## config.mk

```make
export PLATFORM = sky130hd
export DESIGN_NAME = cve2_xif_coproc
export DESIGN_NICKNAME = d
export VERILOG_FILES = /design/src/rtl/cve2_pkg.sv /design/src/rtl/cve2_xif_coproc_alu.sv /design/src/rtl/cve2_xif_coproc.sv
export SDC_FILE = /design/constraint.sdc
export NUM_CORES = 1
export LEC_CHECK = 0
export ABC_CLOCK_PERIOD_IN_PS = 12200
export BUFFER_PORTS_ARGS = -buffer_cell sky130_fd_sc_hd__buf_2
export CORE_ASPECT_RATIO = 0.8
export CORE_MARGIN = 2
export CORE_UTILIZATION = 27
export CTS_BUF_LIST = sky130_fd_sc_hd__clkbuf_4 sky130_fd_sc_hd__clkbuf_8
export CTS_CLUSTER_DIAMETER = 80
export DETAILED_ROUTE_END_ITERATION = 7
export GPL_TIMING_DRIVEN = 0
export RECOVER_POWER = 100
export SLEW_MARGIN = 25
export SYNTH_ARGS = -nofsm -noshare
export SYNTH_HDL_FRONTEND = slang
export SYNTH_SLANG_ARGS = --single-unit
```

## constraint.sdc

```tcl
create_clock -name clk_i -period 12.2 [get_ports clk_i]
set_clock_uncertainty 0.1 [all_clocks]
set_input_delay 3.05 -clock clk_i [delete_from_list [all_inputs] [get_ports clk_i]]
set_output_delay 3.05 -clock clk_i [all_outputs]
set_load 0.01 [all_outputs]
```

## src/rtl/cve2_pkg.sv

```systemverilog
// Shared types for the custom-0 coprocessor on the X interface.
// Opcode constant, operation and state encodings, operand masks.
package cve2_pkg;

  localparam logic [6:0] OPC_CUSTOM0 = 7'b0001011;

  typedef enum logic [2:0] {
    COP_CADD   = 3'b000,
    COP_CMUL16 = 3'b001,
    COP_CMAC   = 3'b010,
    COP_CPOPC  = 3'b011
  } xif_cop_op_e;

  typedef enum logic [1:0] {
    S_IDLE     = 2'd0,
    S_OPERANDS = 2'd1,
    S_EXEC     = 2'd2,
    S_RESULT   = 2'd3
  } xif_cop_state_e;

  // Bit i set means rs(i+1) is read by the operation.
  function automatic logic [2:0] cop_rd_mask(
    input xif_cop_op_e op
  );
    logic [2:0] m;
    m = 3'b000;
    unique case (op)
      COP_CADD:   m = 3'b011;
      COP_CMUL16: m = 3'b011;
      COP_CMAC:   m = 3'b111;
      COP_CPOPC:  m = 3'b001;
      default:    m = 3'b000;
    endcase
    return m;
  endfunction

  function automatic logic [31:0] cop_popcount(
    input logic [31:0] v
  );
    logic [31:0] c;
    c = '0;
    for (int i = 0; i < 32; i++) begin
      c = c + {31'd0, v[i]};
    end
    return c;
  endfunction

endpackage

```

## src/rtl/cve2_xif_coproc_alu.sv

```systemverilog
// Combinational datapath of the custom-0 coprocessor.
// Products are 16x16 unsigned; all sums wrap mod 2^32.
module cve2_xif_coproc_alu
  import cve2_pkg::*;
(
  input  xif_cop_op_e i_op,
  input  logic [31:0] i_rs1,
  input  logic [31:0] i_rs2,
  input  logic [31:0] i_rs3,
  output logic [31:0] o_res
);

  logic [31:0] w_prod;

  assign w_prod = {16'd0, i_rs1[15:0]} * {16'd0, i_rs2[15:0]};

  always_comb begin
    o_res = '0;
    unique case (i_op)
      COP_CADD:   o_res = i_rs1 + i_rs2;
      COP_CMUL16: o_res = w_prod;
      COP_CMAC:   o_res = w_prod + i_rs3;
      COP_CPOPC:  o_res = cop_popcount(i_rs1);
      default:    o_res = '0;
    endcase
  end

endmodule

```

## src/rtl/cve2_xif_coproc.sv

```systemverilog
// Custom-0 X-interface coprocessor: issue decode, operand/commit
// collection, fixed-latency execute and result handshake.
module cve2_xif_coproc
  import cve2_pkg::*;
#(
  parameter int unsigned ExecLatency = 2
) (
  input  logic        clk_i,
  input  logic        rst_ni,
  input  logic        xif_issue_valid_i,
  input  logic [31:0] xif_issue_req_instr_i,
  output logic        xif_issue_ready_o,
  output logic        xif_issue_resp_accept_o,
  output logic        xif_issue_resp_writeback_o,
  output logic [2:0]  xif_issue_resp_register_read_o,
  input  logic [31:0] xif_register_rs1_i,
  input  logic [31:0] xif_register_rs2_i,
  input  logic [31:0] xif_register_rs3_i,
  input  logic [2:0]  xif_register_rs_valid_i,
  input  logic        xif_commit_valid_i,
  input  logic        xif_commit_kill_i,
  input  logic        xif_result_ready_i,
  output logic        xif_result_valid_o,
  output logic        xif_result_we_o,
  output logic [31:0] xif_result_data_o
);

  localparam logic [3:0] LAT = 4'(ExecLatency);

  xif_cop_state_e r_state;
  xif_cop_op_e    r_op;
  logic [3:0]     r_cnt;
  logic           r_wb;
  logic [2:0]     r_need;
  logic [2:0]     r_got;
  logic           r_commit;
  logic [31:0]    r_rs1;
  logic [31:0]    r_rs2;
  logic [31:0]    r_rs3;
  logic           r_ready;
  logic           r_valid;
  logic           r_we;
  logic [31:0]    r_data;

  logic [2:0]     w_f3;
  logic           w_accept;
  logic           w_wb;
  logic [2:0]     w_rr;
  logic [2:0]     w_got;
  logic           w_all;
  logic           w_cmt;
  logic           w_kill;
  logic [31:0]    w_res;

  assign w_f3 = xif_issue_req_instr_i[14:12];

  always_comb begin
    w_accept = 1'b0;
    w_wb     = 1'b0;
    w_rr     = 3'b000;
    if (xif_issue_valid_i &&
        xif_issue_req_instr_i[6:0] == OPC_CUSTOM0 &&
        !w_f3[2]) begin
      w_accept = 1'b1;
      w_wb     = xif_issue_req_instr_i[11:7] != 5'd0;
      w_rr     = cop_rd_mask(xif_cop_op_e'(w_f3));
    end
  end

  assign xif_issue_resp_accept_o        = w_accept;
  assign xif_issue_resp_writeback_o     = w_wb;
  assign xif_issue_resp_register_read_o = w_rr;

  // Operand and commit status including this cycle's strobes.
  assign w_got  = r_got | (r_need & xif_register_rs_valid_i);
  assign w_all  = w_got == r_need;
  assign w_cmt  = r_commit | xif_commit_valid_i;
  assign w_kill = xif_commit_valid_i & xif_commit_kill_i & ~r_commit;

  cve2_xif_coproc_alu u_alu (
    .i_op  (r_op),
    .i_rs1 (r_rs1),
    .i_rs2 (r_rs2),
    .i_rs3 (r_rs3),
    .o_res (w_res)
  );

  always_ff @(posedge clk_i or negedge rst_ni) begin
    if (!rst_ni) begin
      r_state  <= S_IDLE;
      r_op     <= COP_CADD;
      r_cnt    <= '0;
      r_wb     <= 1'b0;
      r_need   <= '0;
      r_got    <= '0;
      r_commit <= 1'b0;
      r_rs1    <= '0;
      r_rs2    <= '0;
      r_rs3    <= '0;
      r_ready  <= 1'b1;
      r_valid  <= 1'b0;
      r_we     <= 1'b0;
      r_data   <= '0;
    end else begin
      unique case (r_state)
        S_IDLE: begin
          if (xif_issue_valid_i && w_accept) begin
            r_op     <= xif_cop_op_e'(w_f3);
            r_wb     <= w_wb;
            r_need   <= w_rr;
            r_got    <= '0;
            r_commit <= 1'b0;
            r_ready  <= 1'b0;
            r_state  <= S_OPERANDS;
          end
        end
        S_OPERANDS: begin
          if (r_need[0] && xif_register_rs_valid_i[0])
            r_rs1 <= xif_register_rs1_i;
          if (r_need[1] && xif_register_rs_valid_i[1])
            r_rs2 <= xif_register_rs2_i;
          if (r_need[2] && xif_register_rs_valid_i[2])
            r_rs3 <= xif_register_rs3_i;
          r_got    <= w_got;
          r_commit <= w_cmt;
          if (w_kill) begin
            r_rs1   <= '0;
            r_rs2   <= '0;
            r_rs3   <= '0;
            r_got   <= '0;
            r_ready <= 1'b1;
            r_state <= S_IDLE;
          end else if (w_all && w_cmt) begin
            r_cnt   <= LAT;
            r_state <= S_EXEC;
          end
        end
        S_EXEC: begin
          if (r_cnt <= 4'd1) begin
            r_cnt   <= '0;
            r_valid <= 1'b1;
            r_we    <= r_wb;
            r_data  <= r_wb ? w_res : 32'd0;
            r_state <= S_RESULT;
          end else begin
            r_cnt <= r_cnt - 4'd1;
          end
        end
        S_RESULT: begin
          if (xif_result_ready_i) begin
            r_valid <= 1'b0;
            r_we    <= 1'b0;
            r_data  <= '0;
            r_ready <= 1'b1;
            r_state <= S_IDLE;
          end
        end
        default: r_state <= S_IDLE;
      endcase
    end
  end

  assign xif_issue_ready_o  = r_ready;
  assign xif_result_valid_o = r_valid;
  assign xif_result_we_o    = r_we;
  assign xif_result_data_o  = r_data;

endmodule

```

==> summary.txt, run 1 <==
Global route
  – Antenna violations before repair: 2
  – GRT Resource Usage Total: 17.6%
  – First-pass GRT wire length: 91500 microns
  – Total gr overflow: 0
  – Largest net degree at the start of global routing: 86
  – Vias in the first global route: 14.7k

Cells and area
  – Share of cells above drive strength 1: 7.66%
  – Final core occ: 30.8%
  – Area Overhead vs Synth: 12.5%
  – Nets: 2673
  – Post-Layout Cell Count: 3014

Synth
  – Post-Synthesis Cells: 1960
  – Top post-synthesis cells by area: fa_1 (24%), dfrtp_1 (20%), ha_1 (12%)
  – Dominant synthesized flop cell: dfrtp_1
  – Post-synth ARST share: 100%
  – Number of synthesized flops with an enable pin: 0
  – Post-synthesis sequential area ratio: 20.5%
  – List of most frequent post-synthesis cells: inv_1 (306), fa_1 (220), nand2_1 (211)
  – Synth warn: 0
  – Syn nets: 2493
  – Syn Area/Cell: 9.22 sq um
  – Synth Register Bits: 148
  – Count leader, synth: inv_1
  – Synth top area share: 24.4%
  – Dominant cell type by area after synthesis: fa_1
  – Cell area after synthesis: 18100 sq um
  – Yosys cell types: 65

Floorplan
  – I/O pins: 177
  – Initial Utilization: 27.4%
  – Die W: 293 microns
  – Die height: 235 microns
  – Die area: 69000 sq um
  – FP Rows: 84
  – Core area: 65900 sq um

Detailed routing
  – ANT nets after route: 0
  – Per-cell routed wire length: 20.0 microns
  – Post-detailed-route via-to-cell ratio: 5.00
  – First-pass DRT Iterations: 7
  – WL final: 60200 microns
  – Via Count: 15.1k
  – Initial drt markers: 1489
  – DRC: 0

Critical path
  – Worst path slowest cell: clkbuf_1
  – CP peak stage delay: 0.71 ns
  – Reg2Reg Capture Point: xif_result_data_o[31]
  – R2r worst-path depth: 30
  – Crit. Startpoint: r_rs1[8]
  – Crit-path max FO: 10
  – Worst r2r src: r_rs1[8]
  – Reg-to-reg setup timing slack: 2.50 ns
  – Critical Path Source Type: register
  – Crit end category: register
  – Critical Path RT: 12.50 ns
  – Worst Path Arrival: 9.99 ns
  – CP top delay family: adder cells
  – CP bufs+invs: 4
  – Most frequent CP cell: fa_1
  – Path length in cells of the critical path: 30
  – Kind of critical path: reg2reg
  – Crit path to: xif_result_data_o[31]

Clock network
  – Clock-pin slew on the worst setup and hold paths: 0.11 ns
  – Root Buffer: clkbuf_8
  – CTS Hold Bufs: 0
  – CTS tree: done
  – PostCTS Resize Cnt: 0
  – CTS H-tree lvls: 4
  – Skew-Pair Late Insertion Delay: 0.51 ns
  – Clock Tree Buf Depth: 2
  – Postcts setup bufs: 0
  – CTS sink cnt: 148
  – Num CTS Buffers: 17

Outcome
  – Failing checks: max-capacitance violations, max-slew violations
  – Status: complete, but fails checks

STA
  – Final hold vios: 0
  – Final worst path period need: 9.70 ns
  – Setup violators final: 0
  – Final worst slack: 2.50 ns
  – Final Max Tran Viols: 76
  – Tcrit/Tclk final: 79.5%
  – Fmax: 103 MHz
  – Slew headroom: -151%
  – Unrepaired setup endpoints after global routing: no
  – Setup TNS: 0 ns
  – Worst-margin pin slew: 3.77 ns

Power and ir drop
  – LEAKAGE: 10.2 nW
  – Power Density: 102 nW/um^2
  – Tot Pwr: 2.06 mW
  – Max VDD drop: 0.0741 mV

Min path
  – Min-delay src: xif_result_data_o[5]
  – Worst min path class: reg2reg

Placement
  – I/O Buffers: 159
  – HPWL Detailed: 49300 microns
  – Post-Place Setup Slack: 2.95 ns
  – GPL Wtd Cong: 0.941
  – Inst Count DP: 2981

Flow run
  – Max_cap viols: 3
state kept, by name, summed over array words and instances (netlist names), 3 cells and up, named ones only:
name / cells
r_rs1: 32
r_rs2: 32
r_rs3: 32
xif_result_data_o: 32
r_cnt: 4
r_got: 3
r_need: 3
r_op: 3
report_power, final:
part / internal, mW / leakage [nW] / total [mW] / switching (mW)
Sequential: 0.587 / 1.98 / 0.716 / 0.129
Combinational: 0.352 / 8.03 / 0.917 / 0.565
Clock: 0.172 / 0.207 / 0.430 / 0.258
worst min-delay path by stage:
stage                                       end  slack (ns)  cells past startpoint
after floorplan                        r_cnt[3]        0.35                      1
after global placement    xif_result_data_o[11]        0.37                      2
after detailed placement   xif_result_data_o[6]        0.37                      2
after CTS                  xif_result_data_o[6]        0.39                      2
after global routing       xif_result_data_o[6]        0.43                      2
final                      xif_result_data_o[5]        0.39                      2
logic make-up after synthesis:
| family | Yosys count | synth area share, % |
|---|---|---|
| AND/OR/NAND/NOR | 505 | 13.4 |
| AO/OA/AOI/OAI | 438 | 17.0 |
| adder cells (fa/ha/maj) | 396 | 36.6 |
| buffers and inverters | 382 | 7.95 |
| flip-flops | 148 | 20.5 |
| XOR/XNOR | 85 | 4.12 |
| multiplexers | 6 | 0.346 |
layout by cell type (no fill, tap or decap), types with 6 or more instances in the layout:
cell,count
a22o_1,99
o21a_1,14
inv_1,306
a222oi_1,12
nor2_1,69
a31oi_1,13
nand2_1,211
xnor2_1,53
a211oi_1,10
nand3_1,19
o22ai_1,13
clkbuf_1,116
ha_1,176
dfrtp_1,147
a21oi_1,81
and2_1,113
nand4_1,12
inv_6,6
xor2_1,32
o21ai_0,85
fa_1,220
a22oi_1,6
nor2b_1,16
a21o_1,38
nor3_1,18
o21bai_1,7
a221oi_1,10
o211ai_1,9
buf_2,119
clkbuf_8,17
or3_1,8
nand2b_1,18
routing by layer:
metal / routed length, microns / global-route usage [%] / up-vias
met1: 28200 / 26.2 / 7533
met5: 0 / 0 / -
met4: 890 / 2.95 / 0
li1: - / - / 6902
met3: 5450 / 4.19 / 67
met2: 25700 / 25.9 / 568
area by class of cell:
type,instances,area [sq um]
well taps,860,1080
diodes,1,2.50
fillers,6976,45600
flip-flops and latches,148,3700
repair buffers,161,778
clock inverters,15,163
plain buffers,76,288
clock buffers,17,234
multi-input cells,1430,12900
inverters,306,1150
tightest hold or removal path, stage by stage (launching register included):
cell     delay [ns]
dfrtp_1        0.35
nand2_1        0.05
o21ai_0        0.06
stage by stage:
stage / area [sq um] / hold slack [ns]
after global routing: 20300 / 0.429
after CTS: 20400 / 0.395
final: 20300 / 0.390
after detailed placement: 20000 / 0.370
after global placement: 19900 / 0.365
after floorplan: 18100 / 0.351
No activity file was read; power rests on OpenSTA's default activity.
==> inputs of run 2 (changes only) <==
--- a/config.mk
+++ b/config.mk
@@ -5,7 +5,7 @@
 export SDC_FILE = /design/constraint.sdc
 export NUM_CORES = 1
 export LEC_CHECK = 0
-export ABC_CLOCK_PERIOD_IN_PS = 12200
+export ABC_CLOCK_PERIOD_IN_PS = 8000
 export BUFFER_PORTS_ARGS = -buffer_cell sky130_fd_sc_hd__buf_2
 export CORE_ASPECT_RATIO = 0.8
 export CORE_MARGIN = 2
==> constraint.sdc (replaced) <==
create_clock -name clk_i -period 8 [get_ports clk_i]
set_clock_uncertainty 0.1 [all_clocks]
set_input_delay 2 -clock clk_i [delete_from_list [all_inputs] [get_ports clk_i]]
set_output_delay 2 -clock clk_i [all_outputs]
set_load 0.01 [all_outputs]
==> run 2 against run 1 <==
Against the previous run: the flow finishes with violations (max-capacitance violations, max-slew violations, negative setup slack); clock power grew 54%; largest power group unchanged; first-iteration DRC count shrank 6.4%; hold slack gained 0.00063 ns; register-to-register slack lost 2.5 ns; utilization grew 2.1 points; power grew 61%; cell count grew 2.7%; flip-flop and latch count is the same; via count grew 2.4%; worst setup slack lost 2.5 ns; die area is the same.
==> summary.txt, run 2 (synthesized netlist as in run 1, its figures left out) <==
Outcome
  – Failing checks: max-capacitance violations, max-slew violations, negative setup slack
  – Status: complete, but fails checks

Cells and area
  – Number of fill cells in the layout: 6853 (-1.8%)
  – Share of cells above drive strength 1: 17.5% (+9.8 points)
  – Register area: 3740 sq um (+0.95%)
  – Commonest non-fill, non-tap cell in the layout: inv_1
  – Most frequent cells in the layout: inv_1 (297), fa_1 (215), nand2_1 (211)
  – Final core occ: 32.9% (+2.1 points)
  – Post-route cell area: 21700 sq um (+6.8%)
  – Area of the multi-input gates: 13500 sq um (+4.2%)
  – Area Overhead vs Synth: 20.1%
  – Nets: 2754 (+3.0%)

Clock network
  – CTS tree: done
  – Root Buffer: clkbuf_8
  – CTS sink cnt: 148 (unchanged)
  – CTS H-tree lvls: 4 (unchanged)
  – Skew-Pair Late Insertion Delay: 0.52 ns (about the same)
  – CTS Hold Bufs: 0 (unchanged)
  – Num CTS Buffers: 17 (unchanged)
  – Clock Tree Buf Depth: 2 (unchanged)
  – Clock-pin slew on the worst setup and hold paths: 0.11 ns (about the same)

Critical path
  – Worst Path Arrival: 8.31 ns (-1.68 ns)
  – Crit end category: register
  – Worst path slowest cell: fa_1
  – R2r worst-path depth: 32 (+6.7%)
  – Crit-path max FO: 6 (-4)
  – Kind of critical path: reg2reg
  – Most frequent CP cell: fa_1
  – Critical Path RT: 8.31 ns (-4.19 ns)
  – CP peak stage delay: 0.56 ns (-0.15 ns)
  – Critical Path Source Type: register

STA
  – Slew headroom: -149% (+1.9 points)
  – Final Max Tran Viols: 163 (+110%)
  – Hold Worst Slack: 0.390 ns (+0.000629 ns)
  – Setup violators final: 1 (+1)
  – Worst-margin pin slew: 3.74 ns (-0.0288 ns)
  – Fmax: 125 MHz (+21%)
  – Final hold vios: 0 (unchanged)
  – Tcrit/Tclk final: 100% (+21 points)
  – Final worst slack: -0.00708 ns (-2.51 ns)
  – Unrepaired setup endpoints after global routing: yes
  – Final worst path period need: 8.01 ns (-1.69 ns)

Floorplan
  – Initial Utilization: 27.4% (unchanged)
  – Die W: 293 microns (unchanged)
  – I/O pins: 177 (unchanged)
  – Die area: 69000 sq um (unchanged)
  – Die height: 235 microns (unchanged)
  – FP Rows: 84 (unchanged)
  – Core area: 65900 sq um (unchanged)

Detailed routing
  – Initial drt markers: 1393 (-6.4%)
  – Per-cell routed wire length: 20.3 microns (+1.6%)
  – Post-detailed-route via-to-cell ratio: 4.98 (-0.34%)
  – Via Count: 15.4k (+2.4%)
  – ANT nets after route: 0 (unchanged)
  – First-pass DRT Iterations: 7 (unchanged)
  – WL final: 62900 microns (+4.4%)
  – DRC: 0 (unchanged)

Min path
  – Worst min path class: reg2reg
  – Hold path depth: 2 (unchanged)

Power and ir drop
  – LEAKAGE: 10.8 nW (+6.0%)
  – Clock power frac: 19.9% (-0.9 points)
  – Seq pwr share: 32.0% (-2.7 points)
  – Combinational power share: 48.1% (+3.7 points)
  – Power Density: 153 nW/um^2 (+51%)
  – Pint: 1.81 mW (+63%)
  – Switching part of the total: 45.5% (-0.59 points)
  – Switch Pwr: 1.51 mW (+59%)
  – Max VDD drop: 0.111 mV (+50%)

Placement
  – I/O Buffers: 159 (unchanged)
  – HPWL Detailed: 49300 microns (unchanged)
  – Placement Cell Area: 20000 sq um (unchanged)
  – GPL Wtd Cong: 0.941 (unchanged)

Global route
  – GRT Resource Usage Total: 18.2% (+0.64 points)
  – Met2 Use GR: 26.7% (+0.74 points)
  – Vias in the first global route: 15.1k (+2.4%)
  – First-pass GRT wire length: 94300 microns (+3.1%)
  – Most Crowded Layer GR: met1
  – M1 GR Usage: 26.7% (+0.49 points)
  – M3 GR Usage: 5.32% (+1.1 points)
  – Largest net degree at the start of global routing: 86 (unchanged)
  – Total gr overflow: 0 (unchanged)
  – Antenna violations before repair: 4 (+2)

Flow run
  – Max_cap viols: 4 (+1)
run 2: worst max-delay path, delay by kind of cell, from the launching register on:
family | cells | cell delay (ns)
compound gates | 8 | 1.44
xor+xnor | 3 | 0.58
fa+ha+maj | 8 | 3.60
simple gates | 7 | 1.09
flops | 1 | 0.53
buf+inv | 6 | 0.56
run 2: final timing paths:
check,start,to,slack [ns]
worst max register to register,r_rs1[7],xif_result_data_o[31],-0.007
min in group asynchronous,rst_ni,r_rs1[30],2.65
worst max-delay path,r_rs1[7],xif_result_data_o[31],-0.007
worst min-delay path,xif_result_data_o[5],xif_result_data_o[5],0.39
worst min register to register,xif_result_data_o[5],xif_result_data_o[5],0.39
max in group asynchronous,rst_ni,r_rs1[1],1.43
run 2: power by group through the flow:
| stage | clock network [mW] | registers [mW] | logic, mW |
|---|---|---|---|
| detailed placement | 0 | 1.11 | 1.37 |
| global route | 0.698 | 1.08 | 1.73 |
| CTS | 0.669 | 1.06 | 1.51 |
| global placement | 0 | 1.11 | 1.36 |
| finish | 0.661 | 1.06 | 1.60 |
| floorplan | 0 | 1.01 | 0.905 |
run 2: repair_timing:
item | in CTS | in global routing
resized for setup | 137 | 93
buffers inserted | 47 | 36
gates cloned | 0 | 0
pin swaps | 26 | 40
endpoints found under the setup margin | 16 | 13
run 2: layer usage:
metal,up-vias,share of wire (%)
met5,-,0.013
met4,2,1.2
met3,60,10
met2,620,43
met1,7683,46
li1,7063,-
run 2: per-stage QoR:
| step | setup TNS (ns) | instances | total power, mW | setup slack, ns |
|---|---|---|---|---|
| floorplan | 0 | 1960 | 1.91 | 0.172 |
| global placement | -12.73 | 2979 | 2.47 | -1.31 |
| detailed placement | -12.26 | 2981 | 2.48 | -1.25 |
| CTS | 0 | 3058 | 3.24 | 0.00265 |
| global route | -0.981 | 3095 | 3.51 | -0.232 |
| finish | -0.00708 | 3096 | 3.32 | -0.00708 |
run 2: final cells by class:
type / instances / area share [%]
inverter: 306 / 5.29
multi-input combinational: 1430 / 62.1
clock inverter: 15 / 0.750
tap: 860 / 4.96
buffer: 74 / 2.02
clock buffer: 17 / 1.08
sequential: 148 / 17.2
timing repair buffer: 244 / 6.55
antenna: 2 / 0.0231
==> inputs of run 3 (changes only) <==
--- a/config.mk
+++ b/config.mk
@@ -5,7 +5,7 @@
 export SDC_FILE = /design/constraint.sdc
 export NUM_CORES = 1
 export LEC_CHECK = 0
-export ABC_CLOCK_PERIOD_IN_PS = 8000
+export ABC_CLOCK_PERIOD_IN_PS = 9550
 export BUFFER_PORTS_ARGS = -buffer_cell sky130_fd_sc_hd__buf_2
 export CORE_ASPECT_RATIO = 0.8
 export CORE_MARGIN = 2
==> constraint.sdc (replaced) <==
create_clock -name clk_i -period 9.55 [get_ports clk_i]
set_clock_uncertainty 0.1 [all_clocks]
set_input_delay 2.3875 -clock clk_i [delete_from_list [all_inputs] [get_ports clk_i]]
set_output_delay 2.3875 -clock clk_i [all_outputs]
set_load 0.01 [all_outputs]
==> run 3 against run 2 <==
Against the previous run: the run ends with design-rule violations, max-capacitance violations, max-slew violations left; sequential share of layout area is 0.99 points higher; worst setup slack better by 0.35 ns; critical endpoint unchanged; first-iteration DRC count is 7.0% lower; register-to-register slack better by 0.35 ns; largest cell class unchanged; design area is 6.3% lower.
==> summary.txt, run 3 (synthesized netlist as in run 1, its figures left out) <==
Critical path
  – Critical Path Source Type: register
  – Crit-path max FO: 10 (+4)
  – Critical Path RT: 9.85 ns (+1.54 ns)
  – Worst Path Arrival: 9.51 ns (+1.20 ns)
  – CP peak stage delay: 0.66 ns (+0.10 ns)
  – Most frequent CP cell: fa_1
  – Crit end category: register
  – Kind of critical path: reg2reg
  – Worst path slowest cell: dfrtp_1

Clock network
  – Skew-Pair Late Insertion Delay: 0.52 ns (about the same)
  – Clock Tree Buf Depth: 2 (unchanged)
  – Root Buffer: clkbuf_8
  – CTS tree: done
  – CTS sink cnt: 148 (unchanged)
  – CTS H-tree lvls: 4 (unchanged)
  – Num CTS Buffers: 17 (unchanged)
  – Clock-pin slew on the worst setup and hold paths: 0.10 ns (about the same)

STA
  – Tcrit/Tclk final: 96.4% (-3.7 points)
  – Final hold vios: 0 (unchanged)
  – Slew headroom: -142% (+7.2 points)
  – Setup TNS: 0 ns (+0.00708 ns)
  – Fmax: 109 MHz (-13%)
  – Worst-margin pin slew: 3.63 ns (-0.108 ns)
  – Final worst path period need: 9.21 ns (+1.20 ns)
  – Setup violators final: 0 (-1)
  – Final worst slack: 0.341 ns (+0.348 ns)
  – Final Max Tran Viols: 163 (unchanged)
  – Unrepaired setup endpoints after global routing: no

Power and ir drop
  – Switching part of the total: 46.2% (+0.63 points)
  – LEAKAGE: 10.3 nW (-5.1%)
  – Power Density: 130 nW/um^2 (-15%)
  – Combinational power share: 44.5% (-3.6 points)
  – Max VDD drop: 0.0951 mV (-14%)
  – Seq pwr share: 34.7% (+2.7 points)
  – Pint: 1.42 mW (-21%)
  – Clock power frac: 20.8% (+0.9 points)
  – Switch Pwr: 1.22 mW (-19%)

Detailed routing
  – WL final: 60100 microns (-4.4%)
  – ANT nets after route: 0 (unchanged)
  – Initial drt markers: 1295 (-7.0%)
  – DR WL met2: 25500 microns (-4.5%)
  – First-pass DRT Iterations: 8 (+1)
  – Per-cell routed wire length: 19.9 microns (-1.8%)
  – Max layer used: met4
  – Post-detailed-route via-to-cell ratio: 4.99 (+0.22%)
  – Wl on met1: 28100 microns (-3.3%)
  – DRC: 17 (+17)
  – DR WL met3: 5540 microns (-12%)
  – Via Count: 15.1k (-2.4%)

Global route
  – Vias in the first global route: 14.7k (-2.3%)
  – GRT Resource Usage Total: 17.6% (-0.64 points)
  – First-pass GRT wire length: 91500 microns (-3.0%)
  – Largest net degree at the start of global routing: 86 (unchanged)
  – Total gr overflow: 0 (unchanged)
  – Antenna violations before repair: 2 (-2)

Floorplan
  – Die W: 293 microns (unchanged)
  – Initial Utilization: 27.4% (unchanged)
  – Core area: 65900 sq um (unchanged)
  – Die area: 69000 sq um (unchanged)
  – I/O pins: 177 (unchanged)
  – Die height: 235 microns (unchanged)
  – FP Rows: 84 (unchanged)

Min path
  – Worst min path class: reg2reg

Cells and area
  – Share of cells above drive strength 1: 8.50% (-9.0 points)
  – Area Overhead vs Synth: 12.5%
  – Nets: 2673 (-2.9%)
  – Post-Layout Cell Count: 3014 (-2.6%)
  – Commonest non-fill, non-tap cell in the layout: inv_1
  – Most frequent cells in the layout: inv_1 (306), fa_1 (220), nand2_1 (211)
  – Post-route cell area: 20300 sq um (-6.3%)

Placement
  – I/O Buffers: 159 (unchanged)
  – Placement Cell Area: 20000 sq um (unchanged)
  – Post-Place Setup Slack: 0.296 ns (+1.55 ns)
  – HPWL Detailed: 49300 microns (unchanged)
  – Inst Count DP: 2981 (unchanged)
  – GPL Wtd Cong: 0.941 (unchanged)

Flow run
  – Max_cap viols: 4 (unchanged)

Outcome
  – Status: complete, but fails checks
  – Failing checks: design-rule violations, max-capacitance violations, max-slew violations
[run 3: changes by cell type in the layout (fill, tap and decap cells not counted), sizes merged]
cell / before / now
diode: 2 / 1
clkbuf: 119 / 133
buf: 216 / 121
[run 3: worst max-delay path, delay by kind of cell, from the launching register on]
family                     cells  cell delay [ns]
and+or+nand+nor                5             0.96
DFF                            1             0.66
AOI/OAI and AO/OA              8             2.09
xor gates and xnor gates       3             0.47
buffers and inverters          5             0.97
adders and majority gates      8             3.84
[run 3: power by group through the flow]
stage               Sequential [mW]  Combinational [mW]  Clock [mW]
global placement              0.926                1.14           0
finish                        0.914                1.18       0.549
global route                  0.928                1.28       0.582
detailed placement            0.927                1.15           0
floorplan                     0.846               0.758           0
CTS                           0.915                1.16       0.561
[run 3: repair_timing]
action | 4_1_cts | 5_1_grt
resized for setup | 0 | 34
buffers inserted | 0 | 0
endpoints found under the setup margin | 0 | 5
hold buffers | 0 | 0
[run 3: cell type report]
cell class              instances  area (sq um)
plain buffers                  76           308
inverters                     306          1150
well taps                     860          1080
clock inverters                15           163
fillers                      6979         45600
multi-input cells            1430         12900
flip-flops and latches        148          3700
repair buffers                161           756
diodes                          1          2.50
clock buffers                  17           234
[run 3: metrics by stage]
stage | hold slack, ns | util, % | power [mW]
floorplan | 0.351 | - | 1.60
global route | 0.429 | 30.8 | 2.79
CTS | 0.395 | 30.9 | 2.63
global placement | 0.365 | 30.2 | 2.07
detailed placement | 0.370 | 30.3 | 2.07
finish | 0.390 | 30.8 | 2.64
[run 3: layer usage]
| metal | global-route usage (%) | vias up |
|---|---|---|
| met5 | 0 | - |
| met4 | 2.95 | 0 |
| met3 | 4.19 | 65 |
| met2 | 25.9 | 598 |
| met1 | 26.2 | 7478 |
| li1 | - | 6912 |
[run 3: path summary, 6_finish.rpt]
check / startpoint / endpoint / slack (ns) / depth (start not counted)
max in group asynchronous: rst_ni / r_rs3[4] / 2.77 / 2
setup / recovery: r_rs1[12] / xif_result_data_o[31] / 0.34 / 29
min in group asynchronous: rst_ni / r_rs1[30] / 3.00 / 1
hold reg to reg: xif_result_data_o[5] / xif_result_data_o[5] / 0.39 / 2
setup reg to reg: r_rs1[12] / xif_result_data_o[31] / 0.34 / 29
hold / removal: xif_result_data_o[5] / xif_result_data_o[5] / 0.39 / 2
